[config.mk]
export PLATFORM = sky130hd
export DESIGN_NAME = trail_stack
export DESIGN_NICKNAME = d
export VERILOG_FILES = /design/src/rtl/sat_pkg.sv /design/src/rtl/trail_ram.sv /design/src/rtl/trail_stack.sv
export SDC_FILE = /design/constraint.sdc
export NUM_CORES = 1
export LEC_CHECK = 0
export CAP_MARGIN = 20
export CORE_MARGIN = 2
export CORE_UTILIZATION = 50
export CTS_CLUSTER_DIAMETER = 100
export DETAILED_ROUTE_END_ITERATION = 6
export DONT_BUFFER_PORTS = 1
export MAX_ROUTING_LAYER = met4
export PLACE_DENSITY = 0.73
export SKIP_CTS_REPAIR_TIMING = 1
export SYNTH_ARGS = -nofsm -noshare
export SYNTH_HDL_FRONTEND = slang
export SYNTH_HIERARCHICAL = 1
export SYNTH_SLANG_ARGS = --single-unit
[constraint.sdc]
create_clock -name clk -period 4.66 [get_ports clk]
set_clock_uncertainty 0.05 [all_clocks]
set_input_delay 0.233 -clock clk [delete_from_list [all_inputs] [get_ports clk]]
set_output_delay 0.233 -clock clk [all_outputs]
set_load 0.005 [all_outputs]
[src/rtl/sat_pkg.sv]
// Shared types and sizing for the DPLL solver blocks.
package sat_pkg;
  localparam int NUM_VARS = 64;
  localparam int VAR_W    = $clog2(NUM_VARS);
  localparam int LVL_W    = $clog2(NUM_VARS + 1);

  typedef enum logic {
    IDLE = 1'b0,
    POP  = 1'b1
  } bt_state_e;

  typedef struct packed {
    logic [VAR_W-1:0] vid;
    logic             val;
    logic             is_dec;
  } trail_entry_t;
endpackage

[src/rtl/trail_ram.sv]
// Trail storage: synchronous write, asynchronous read.
module trail_ram #(
  parameter int DEPTH = 64,
  parameter int AW    = 6,
  parameter int W     = 8
) (
  input  logic          clk,
  input  logic          we,
  input  logic [AW-1:0] waddr,
  input  logic [W-1:0]  wdata,
  input  logic [AW-1:0] raddr,
  output logic [W-1:0]  rdata
);
  logic [W-1:0] mem [DEPTH];

  always_ff @(posedge clk)
    if (we) mem[waddr] <= wdata;

  assign rdata = mem[raddr];
endmodule

[src/rtl/trail_stack.sv]
// Assignment trail: ordered push of decisions/implications, one-pop-per-cycle
// backtrack to the most recent decision with its value flipped.
module trail_stack #(
  parameter int NUM_VARS = 64,
  parameter int VAR_W    = $clog2(NUM_VARS),
  parameter int LVL_W    = $clog2(NUM_VARS + 1)
) (
  input  logic             clk,
  input  logic             rst_n,
  input  logic             push_valid,
  input  logic [VAR_W-1:0] push_var,
  input  logic             push_val,
  input  logic             push_is_dec,
  output logic             push_ready,
  input  logic             bt_start,
  output logic             unassign_valid,
  output logic [VAR_W-1:0] unassign_var,
  output logic             bt_done,
  output logic [VAR_W-1:0] bt_var,
  output logic             bt_val,
  output logic             bt_empty,
  output logic [LVL_W-1:0] level,
  output logic [LVL_W-1:0] count,
  output logic             full
);
  import sat_pkg::*;

  typedef struct packed {
    logic [VAR_W-1:0] vid;
    logic             val;
    logic             is_dec;
  } entry_t;

  bt_state_e        state, state_nx;
  logic [LVL_W-1:0] sp, lvl;
  entry_t           top_e, wr_e;
  logic             push_fire, pop_fire, sp_zero;

  assign sp_zero   = (sp == '0);
  assign full      = (sp == LVL_W'(NUM_VARS));
  assign count     = sp;
  assign level     = lvl;
  assign wr_e      = '{vid: push_var, val: push_val, is_dec: push_is_dec};
  assign push_fire = push_valid && push_ready;

  // Read port always points at the top entry (sp-1); only used when sp>0.
  trail_ram #(.DEPTH(NUM_VARS), .AW(VAR_W), .W(VAR_W + 2)) u_ram (
    .clk   (clk),
    .we    (push_fire),
    .waddr (VAR_W'(sp)),
    .wdata (wr_e),
    .raddr (VAR_W'(sp - LVL_W'(1))),
    .rdata (top_e)
  );

  always_ff @(posedge clk or negedge rst_n)
    if (!rst_n) state <= IDLE;
    else        state <= state_nx;

  always_comb begin
    state_nx = state;
    case (state)
      IDLE:    if (bt_start) state_nx = POP;
      POP:     if (sp_zero || top_e.is_dec) state_nx = IDLE;
      default: state_nx = IDLE;
    endcase
  end

  always_comb begin
    push_ready = 1'b0;
    pop_fire   = 1'b0;
    case (state)
      IDLE:    push_ready = !full && !bt_start;
      POP:     pop_fire   = !sp_zero;
      default: ;
    endcase
  end

  always_ff @(posedge clk or negedge rst_n) begin
    if (!rst_n) begin
      sp             <= '0;
      lvl            <= '0;
      unassign_valid <= 1'b0;
      unassign_var   <= '0;
      bt_done        <= 1'b0;
      bt_var         <= '0;
      bt_val         <= 1'b0;
      bt_empty       <= 1'b0;
    end else begin
      unassign_valid <= 1'b0;
      bt_done        <= 1'b0;
      if (push_fire) begin
        sp <= sp + LVL_W'(1);
        if (push_is_dec) lvl <= lvl + LVL_W'(1);
      end
      if (pop_fire) begin
        sp             <= sp - LVL_W'(1);
        unassign_valid <= 1'b1;
        unassign_var   <= top_e.vid;
        if (top_e.is_dec) begin
          lvl      <= lvl - LVL_W'(1);
          bt_done  <= 1'b1;
          bt_var   <= top_e.vid;
          bt_val   <= ~top_e.val;
          bt_empty <= 1'b0;
        end
      end else if (state == POP) begin
        // Trail drained without meeting a decision: search space exhausted.
        bt_done  <= 1'b1;
        bt_empty <= 1'b1;
      end
    end
  end
endmodule
==> results.txt, run 1 <==
status: finished, final reports clean
Final min period: 4.04 ns
GRT Total Usage: 0.230
initial drt markers: 1376
Register Area: 16200 sq um
# Max-Cap Violations: 0
Mapped Area: 21600 sq um
Top FF cell, synth: edfxtp_1
Critical Path Sink Type: register
drt via density: 6.19
fin crit share: 0.868
Net Count, Synth: 1114
Layout Nets: 1171
DIE WIDTH: 212 um
Fin. Hold Viols: 0
Peak Freq: 0.247 GHz
DRC viols: 0
RSZ-0062 raised after global routing: false
GRT overflow: 0
post-synth top area share: 0.711
Pre-antenna DRT Iters: 5
worst rel slew slack: 0.362
CTS tree: done
Syn-to-layout area delta: 12.6%
CTS Root Cell: clkbuf_16
initial antenna violation count: 1
Compound-Gate Fraction of Synth Area: 0.0290
largest family of logic cells by synthesized area: multiplexers
Slew @ Worst Pin: 0.953 ns
number of synthesized flops with an enable pin: 512
largest net degree at the start of global routing: 70
Routed Antenna Nets: 0
Num CTS Buffers: 51
share of cells above drive strength 1: 0.230
fill count: 3105
# H-tree levels: 2
vias in the first global route: 10800
post-synthesis sequential area ratio: 0.747
post-synthesis adder-cell area fraction: 0.00290
die height: 212 um
Worst Hold Slack: 0.0180 ns
final slew viol count: 0
CP Max Fanout: 22
Clock transition at path regs: 0.06 ns
Seq cells post-synth: 543
Crit Path Class: register to register
top cells by area, synth: edfxtp_1 71%, mux4_2 13%, dfrtp_1 3.6%
Detail Placement HPWL: 30.0 mm
Synth Area per Inst: 19.7 sq um
crit path DAT: 4.50 ns
gpl congestion: 0.912
Worst Setup Start Kind: register
initial core utilization: 0.504
final wirelength: 48.6 mm
count of cell types in the netlist: 60
Setup violations, final: 0
leakage: 7.76 nW
Cell Area, Placed: 22400 sq um
area of the multi-input gates: 5110 sq um
CTS max path bufs: 3
WL per Instance: 27.3 um
Design Area, Final: 24300 sq um
Worst Hold Class: input port to async pin
PwrDens: 654 nW/um^2
xor-xnor portion of the synthesized cell area: 0.00608
Skew-Pair Late Insertion Delay: 0.59 ns
clk sinks: 543
CP required: 5.11 ns
Rows: 76
Async SR Flop Fraction: 0.0571
Synthesis Warnings: 6
simple-gate share of the synthesized area: 0.0472
global-route wire length before repair: 72.2 mm
Die ar.: 44900 sq um
Core ar.: 42900 sq um
Final Total Pwr: 0.0159 W
VDD IR max: 378 uV
mux cell area share after synthesis: 0.150
Syn Inst Count: 1097
leading area contributor after synthesis: edfxtp_1
Util after Layout: 0.567
io pins: 44
via count: 11000
port buffer count: 0
Setup TNS Final: 0 ns
cell usage in the layout (no fill, tap or decap), types with 4 or more instances in the layout:
master	n
a211oi_1	7
a21oi_1	5
a221oi_1	6
a22oi_1	5
buf_16	8
buf_4	42
bufinv_16	5
clkbuf_1	20
clkbuf_16	51
clkinv_1	7
clkinv_2	6
dfrtp_1	31
dlygate4sd3_1	10
edfxtp_1	512
ha_1	5
inv_6	4
mux2_2	14
mux2i_1	24
mux4_2	126
nand2_1	62
nand2b_1	8
nand3_1	15
nand4_1	4
nor2_1	93
nor2b_1	15
nor3_1	10
o21ai_0	4
o221ai_1	9
o22ai_1	10
xnor2_1	8
xor2_1	4
synth_stat cells (all sizes together), types with 4 or more instances:
cell / instances
nor3: 10
inv: 6
nor2b: 15
nand2: 62
ha: 5
xor2: 6
nand4: 4
a211oi: 7
dfrtp: 31
a21oi: 5
o221ai: 9
nand3: 15
a221oi: 6
nand2b: 8
buf: 37
mux4: 126
mux2: 14
a22oi: 5
o21ai: 6
edfxtp: 512
mux2i: 24
clkbuf: 21
nor2: 93
xnor2: 9
o22ai: 10
critical path, stage by stage (launching register included):
cell and delay [ns]:
dfrtp_1 0.44, inv_8 0.16, ha_1 0.29, xor2_4 0.75, buf_4 0.42, mux4_2 0.34, o22ai_1 0.24, nand2_1 0.15
o2bb2ai_1 0.20, nand2_1 0.16, a21o_1 0.34, o21ai_0 0.19, o221ai_1 0.21
flip-flops by register name, indices dropped and copies added, names as in the netlist:
register	count
count	7
bt_var	6
bt_done	1
level	7
bt_val	1
unassign_var	6
state	1
unassign_valid	1
bt_empty	1
u_ram/mem	512
kinds of logic (layout without fill, tap and decap cells):
| logic type | Yosys count | after routing |
|---|---|---|
| muxes | 164 | 164 |
| and+or+nand+nor | 225 | 225 |
| buffers and inverters | 64 | 164 |
| xor gates and xnor gates | 15 | 15 |
| AOI/OAI and AO/OA | 81 | 81 |
| other | 0 | 1 |
| DFF | 543 | 543 |
| adders and majority gates | 5 | 5 |
path summary, 6_finish.rpt:
| kind | start | cells after the start | slack [ns] | to |
|---|---|---|---|---|
| max in group asynchronous | rst_n | 2 | 4.37 | state |
| min in group clk | push_is_dec | 4 | 0.02 | level[5] |
| worst min-delay path | rst_n | 2 | 0.02 | level[0] |
| worst max-delay path | count[0] | 12 | 0.62 | level[5] |
| worst min register to register | level[6] | 1 | 0.48 | level[6] |
| worst max register to register | count[0] | 12 | 0.62 | level[5] |
layout make-up:
| cell class | instances | area share |
|---|---|---|
| Inverter | 6 | 0.00134 |
| Multi-Input combinational cell | 490 | 0.210 |
| Sequential cell | 543 | 0.664 |
| Tap cell | 585 | 0.0301 |
| Antenna cell | 1 | 0.000103 |
| Clock buffer | 72 | 0.0561 |
| Timing Repair Buffer | 62 | 0.0278 |
| Clock inverter | 24 | 0.0106 |
routing by layer:
metal | global-route usage | wire, um
met1 | 0.315 | 19400
met2 | 0.352 | 23400
met3 | 0.0494 | 4510
met5 | - | 0
met4 | 0.0653 | 1380
report_power, final:
| group | internal [W] | switching (W) |
|---|---|---|
| Clock | 0.00233 | 0.00175 |
| Sequential | 0.00552 | 0.000229 |
| Combinational | 0.00256 | 0.00353 |
stage by stage:
stage / instances / setup WS [ns]
2_1_floorplan: 1097 / 0.900
3_3_place_gp: 1667 / 0.781
3_5_place_dp: 1667 / 0.694
4_1_cts: 1763 / 0.682
5_1_grt: 1783 / 0.397
6_report: 1783 / 0.616
Power figures use the tool's default switching activity.
==> inputs of run 2 (changes only) <==
RECOVER_POWER = 50   (was not set)
==> results.txt, run 2 (synthesis results as in run 1) <==
CTS max path bufs: 3 (unchanged)
max reg flops: 512 (unchanged)
R2R depth: 13 (+1)
GRT Total Usage: 0.230 (unchanged)
Clock transition at path regs: 0.07 ns (about the same)
grt peak-use layer: met2
leakage: 7.66 nW (-1.3%)
share of cells above drive strength 1: 0.222 (-0.00752)
DIE WIDTH: 212 um (unchanged)
Die ar.: 44900 sq um (unchanged)
met3 Track Usage GR: 0.0494 (unchanged)
Slew @ Worst Pin: 3.10 ns (+2.15 ns)
VDD IR max: 376 uV (-0.47%)
CTS tree: done
initial core utilization: 0.504 (unchanged)
# H-tree levels: 2 (unchanged)
Worst Hold Class: input port to register
Num CTS Buffers: 51 (unchanged)
initial antenna violation count: 1 (unchanged)
# Max-Cap Violations: 9 (+9)
Worst Hold Slack: 0.0194 ns (+0.00147 ns)
Core ar.: 42900 sq um (unchanged)
failing checks: capacitance limit, slew limit
io pins: 44 (unchanged)
Design Area, Final: 24100 sq um (-0.85%)
PwrDens: 660 nW/um^2 (+0.81%)
Setup TNS Final: 0 ns (unchanged)
GRT met1 Usage: 0.315 (unchanged)
Critical Path Sink Type: register
final wirelength: 48.7 mm (+0.18%)
Critical Path End: level[2]
worst r2r src: count[0]
Top reg by flops: u_ram/mem
largest net degree at the start of global routing: 70 (unchanged)
Fin. Hold Viols: 0 (unchanged)
most frequent cells in the layout: 512 x edfxtp_1, 126 x mux4_2, 93 x nor2_1, 62 x nand2_1, 51 x clkbuf_16
CTS Root Cell: clkbuf_16
CP Max Fanout: 26 (+18%)
Non-Filler Instances: 1783 (unchanged)
fin crit share: 0.885 (+0.0167)
GRT overflow: 0 (unchanged)
Setup violations, final: 0 (unchanged)
initial drt markers: 1324 (-3.8%)
Layout Nets: 1171 (unchanged)
worst r2r dst: level[2]
Routed Antenna Nets: 0 (unchanged)
Final min period: 4.12 ns (+0.0780 ns)
Cell Area, Placed: 22400 sq um (unchanged)
Pre-antenna DRT Iters: 6 (+1)
die height: 212 um (unchanged)
status: complete, but fails checks
Skew-Pair Late Insertion Delay: 0.59 ns (about the same)
vias in the first global route: 10800 (unchanged)
clk sinks: 543 (unchanged)
WL per Instance: 27.3 um (+0.18%)
gpl congestion: 0.912 (unchanged)
DRC viols: 0 (unchanged)
crit path DAT: 4.58 ns (+0.08 ns)
port buffer count: 0 (unchanged)
RSZ-0062 raised after global routing: false
most common cell after layout, fill and taps aside: edfxtp_1
Detail Placement HPWL: 30.0 mm (unchanged)
CP startpoint: count[0]
R2R Setup Slk: 0.54 ns (-0.08 ns)
Util after Layout: 0.562 (-0.00481)
Worst Setup Start Kind: register
Syn-to-layout area delta: 11.6%
Post-Place Cells: 1667 (unchanged)
worst rel slew slack: -1.07 (-1.43)
CP required: 5.12 ns (about the same)
met2 Use GR: 0.352 (unchanged)
Crit Path Class: register to register
Rows: 76 (unchanged)
Peak Freq: 0.243 GHz (-1.9%)
drt via density: 6.19 (about the same)
via count: 11000 (+0.036%)
final slew viol count: 555 (+555)
global-route wire length before repair: 72.2 mm (unchanged)
-- run 2: worst min path at each step --
stage                           start        to  cells past startpoint
after floorplan                 rst_n   bt_done                      0
after global placement          rst_n  level[3]                      0
after detailed placement        rst_n  level[0]                      0
after CTS                       rst_n  level[5]                      0
after global routing      push_is_dec  level[5]                      4
final                     push_is_dec  level[5]                      4
-- run 2: routing by layer --
| metal | part of all wire | routed length (um) | up-vias |
|---|---|---|---|
| li1 | - | - | 4579 |
| met1 | 0.40 | 19500 | 5791 |
| met3 | 0.092 | 4460 | 104 |
| met2 | 0.48 | 23500 | 559 |
| met5 | 0 | 0 | - |
| met4 | 0.026 | 1290 | 0 |
-- run 2: critical path, cell delays in order (launching register included) --
cell       delay [ns]
dfrtp_1          0.44
buf_4            0.22
or3_1            0.44
xnor2_2          0.28
buf_4            0.43
nand2b_1         0.46
o22ai_1          0.20
nand2_1          0.15
o2bb2ai_1        0.21
nand2_1          0.16
a21oi_1          0.36
buf_4            0.24
a32oi_1          0.07
xnor2_1          0.29
-- run 2: metrics by stage --
stage	worst slack (ns)	total power, W
global route	0.286	0.0165
floorplan	0.900	0.00999
CTS	0.682	0.0158
detailed placement	0.694	0.0118
finish	0.538	0.0159
global placement	0.781	0.0117
-- run 2: layout make-up --
cell class / count / area, sq um
sequential: 543 / 16200
clock inverter: 24 / 258
tap: 585 / 732
antenna: 1 / 2.50
timing repair buffer: 62 / 469
fill: 3126 / 18800
inverter: 6 / 32.5
multi-input combinational: 490 / 5110
clock buffer: 72 / 1370
-- run 2: where the power goes --
part	switching (W)	leakage (nW)	internal, W
Clock	0.00174	0.787	0.00233
Combinational	0.00354	1.91	0.00254
Sequential	0.000228	4.97	0.00553
Total	0.00551	7.66	0.0104
==> inputs of run 3 (changes only) <==
CTS_BUF_LIST = sky130_fd_sc_hd__clkbuf_4 sky130_fd_sc_hd__clkbuf_8   (was not set)
==> results.txt, run 3 (synthesis results as in run 1) <==
Cell Chain, Critical Path: buf_4 > or3_1 > xnor2_2 > buf_4 > nand2b_1 > o22ai_1 > nand2_1 > o2bb2ai_1 > nand2_1 > a21oi_1 > buf_4 > a32oi_1 > xnor2_1
Final WS setup: 0.475 ns (-0.0631 ns)
Rows: 76 (unchanged)
CTS max path bufs: 3 (unchanged)
CTS tree: done
Setup TNS Final: 0 ns (unchanged)
met1 WL: 19.6 mm (+0.71%)
io pins: 44 (unchanged)
Worst Hold Class: input port to register
Detail Placement HPWL: 30.0 mm (unchanged)
worst rel slew slack: -1.08 (-0.00736)
# diodes: 0 (-1)
Skew-Pair Late Insertion Delay: 0.64 ns (+0.05 ns)
initial drt markers: 1285 (-2.9%)
clk sinks: 543 (unchanged)
Slew @ Worst Pin: 3.11 ns (+0.0110 ns)
most frequent cells in the layout: 512 x edfxtp_1, 126 x mux4_2, 93 x nor2_1, 88 x clkbuf_8, 62 x nand2_1
Layout Nets: 1207 (+3.1%)
gpl congestion: 0.912 (unchanged)
worst-path cell with the longest stage delay: or3_1
Routed Antenna Nets: 0 (unchanged)
initial antenna violation count: 0 (-1)
Fin. Hold Viols: 1 (+1)
Crit Path Class: register to register
VDD IR max: 371 uV (-1.2%)
# H-tree levels: 3 (+1)
Syn-to-layout area delta: 12.0%
Core ar.: 42900 sq um (unchanged)
Critical Path Sink Type: register
final wirelength: 48.9 mm (+0.51%)
Top Layer Used: met4
metal2 WL: 23.4 mm (-0.26%)
vias in the first global route: 11200 (+3.9%)
WL per Instance: 26.6 um (-2.5%)
WP buf/inv: 3 (unchanged)
largest net degree at the start of global routing: 70 (unchanged)
# Max-Cap Violations: 9 (unchanged)
pre-CTS WS: 0.694 ns (unchanged)
leakage: 7.78 nW (+1.5%)
failing checks: hold timing, capacitance limit, slew limit
CP Max Fanout: 26 (unchanged)
GRT overflow: 0 (unchanged)
Die ar.: 44900 sq um (unchanged)
Num CTS Buffers: 85 (+67%)
Pre-antenna DRT Iters: 5 (-1)
PwrDens: 655 nW/um^2 (-0.73%)
Worst Hold Slack: -0.000213 ns (-0.0197 ns)
DRC viols: 0 (unchanged)
die height: 212 um (unchanged)
Met3 Routed Length: 4.35 mm (-2.5%)
via count: 11200 (+1.8%)
share of cells above drive strength 1: 0.264 (+0.0419)
max reg flops: 512 (unchanged)
status: complete, but fails checks
Clock transition at path regs: 0.06 ns (about the same)
crit path DAT: 4.67 ns (+0.09 ns)
most frequent CP cell: buf_4
Final min period: 4.19 ns (+0.0631 ns)
DIE WIDTH: 212 um (unchanged)
Peak Freq: 0.239 GHz (-1.5%)
Top reg by flops: u_ram/mem
final slew viol count: 555 (unchanged)
Worst Setup Start Kind: register
Final Total Pwr: 0.0159 W (-0.36%)
CP top delay family: simple AND/OR/NAND/NOR gates
fin crit share: 0.898 (+0.0135)
global-route wire length before repair: 72.3 mm (+0.20%)
Setup violations, final: 0 (unchanged)
slowest stage delay, CP: 0.45 ns (about the same)
CTS Root Cell: clkbuf_8
most common cell after layout, fill and taps aside: edfxtp_1
CP required: 5.15 ns (+0.03 ns)
drt via density: 6.11 (-1.2%)
initial core utilization: 0.504 (unchanged)
GRT Total Usage: 0.230 (+0.000418)
RSZ-0062 raised after global routing: false
port buffer count: 0 (unchanged)
## run 3: final cells by class
class | instances | area (sq um)
fill | 3115 | 18700
tap | 585 | 732
timing repair buffer | 64 | 489
inverter | 6 | 32.5
clock inverter | 35 | 282
multi-input combinational | 490 | 5110
sequential | 543 | 16200
clock buffer | 115 | 1410
## run 3: worst paths after layout
| kind | slack, ns | start | end | depth (start not counted) |
|---|---|---|---|---|
| min reg2reg | 0.48 | level[6] | level[6] | 1 |
| max reg2reg | 0.47 | count[0] | level[2] | 13 |
| max in group asynchronous | 2.16 | rst_n | count[4] | 4 |
| min | -0.0002 | push_is_dec | level[4] | 4 |
| min in group asynchronous | 1.07 | rst_n | count[3] | 3 |
| max | 0.47 | count[0] | level[2] | 13 |
## run 3: metal layers
layer  up-vias  GRT usage
met1      5912      0.307
li1       4667          -
met2       543      0.349
met3       112     0.0549
met5         -          -
met4         0     0.0852
## run 3: per-stage QoR
| stage | instances | hold WS, ns | util | cell area [sq um] |
|---|---|---|---|---|
| floorplan | 1097 | -0.113 | - | 21600 |
| global placement | 1667 | -0.112 | 0.521 | 22400 |
| detailed placement | 1667 | -0.112 | 0.521 | 22400 |
| CTS | 1817 | -0.806 | 0.561 | 24100 |
| global route | 1838 | 0.0181 | 0.565 | 24200 |
| finish | 1838 | -0.000213 | 0.565 | 24200 |
## run 3: worst register-to-register path: cells and delay by family (launching register included)
kind | cells | cell delay [ns]
flip-flops | 1 | 0.44
buffers and inverters | 3 | 0.90
AND/OR/NAND/NOR | 4 | 1.24
AO/OA/AOI/OAI | 4 | 0.86
XOR/XNOR | 2 | 0.59
## run 3: power by group
part           internal (W)  switching [W]  leakage [nW]
registers           0.00554       0.000232          4.97
clock network       0.00220        0.00179         0.894
logic               0.00254        0.00355          1.91
total                0.0103        0.00557          7.78
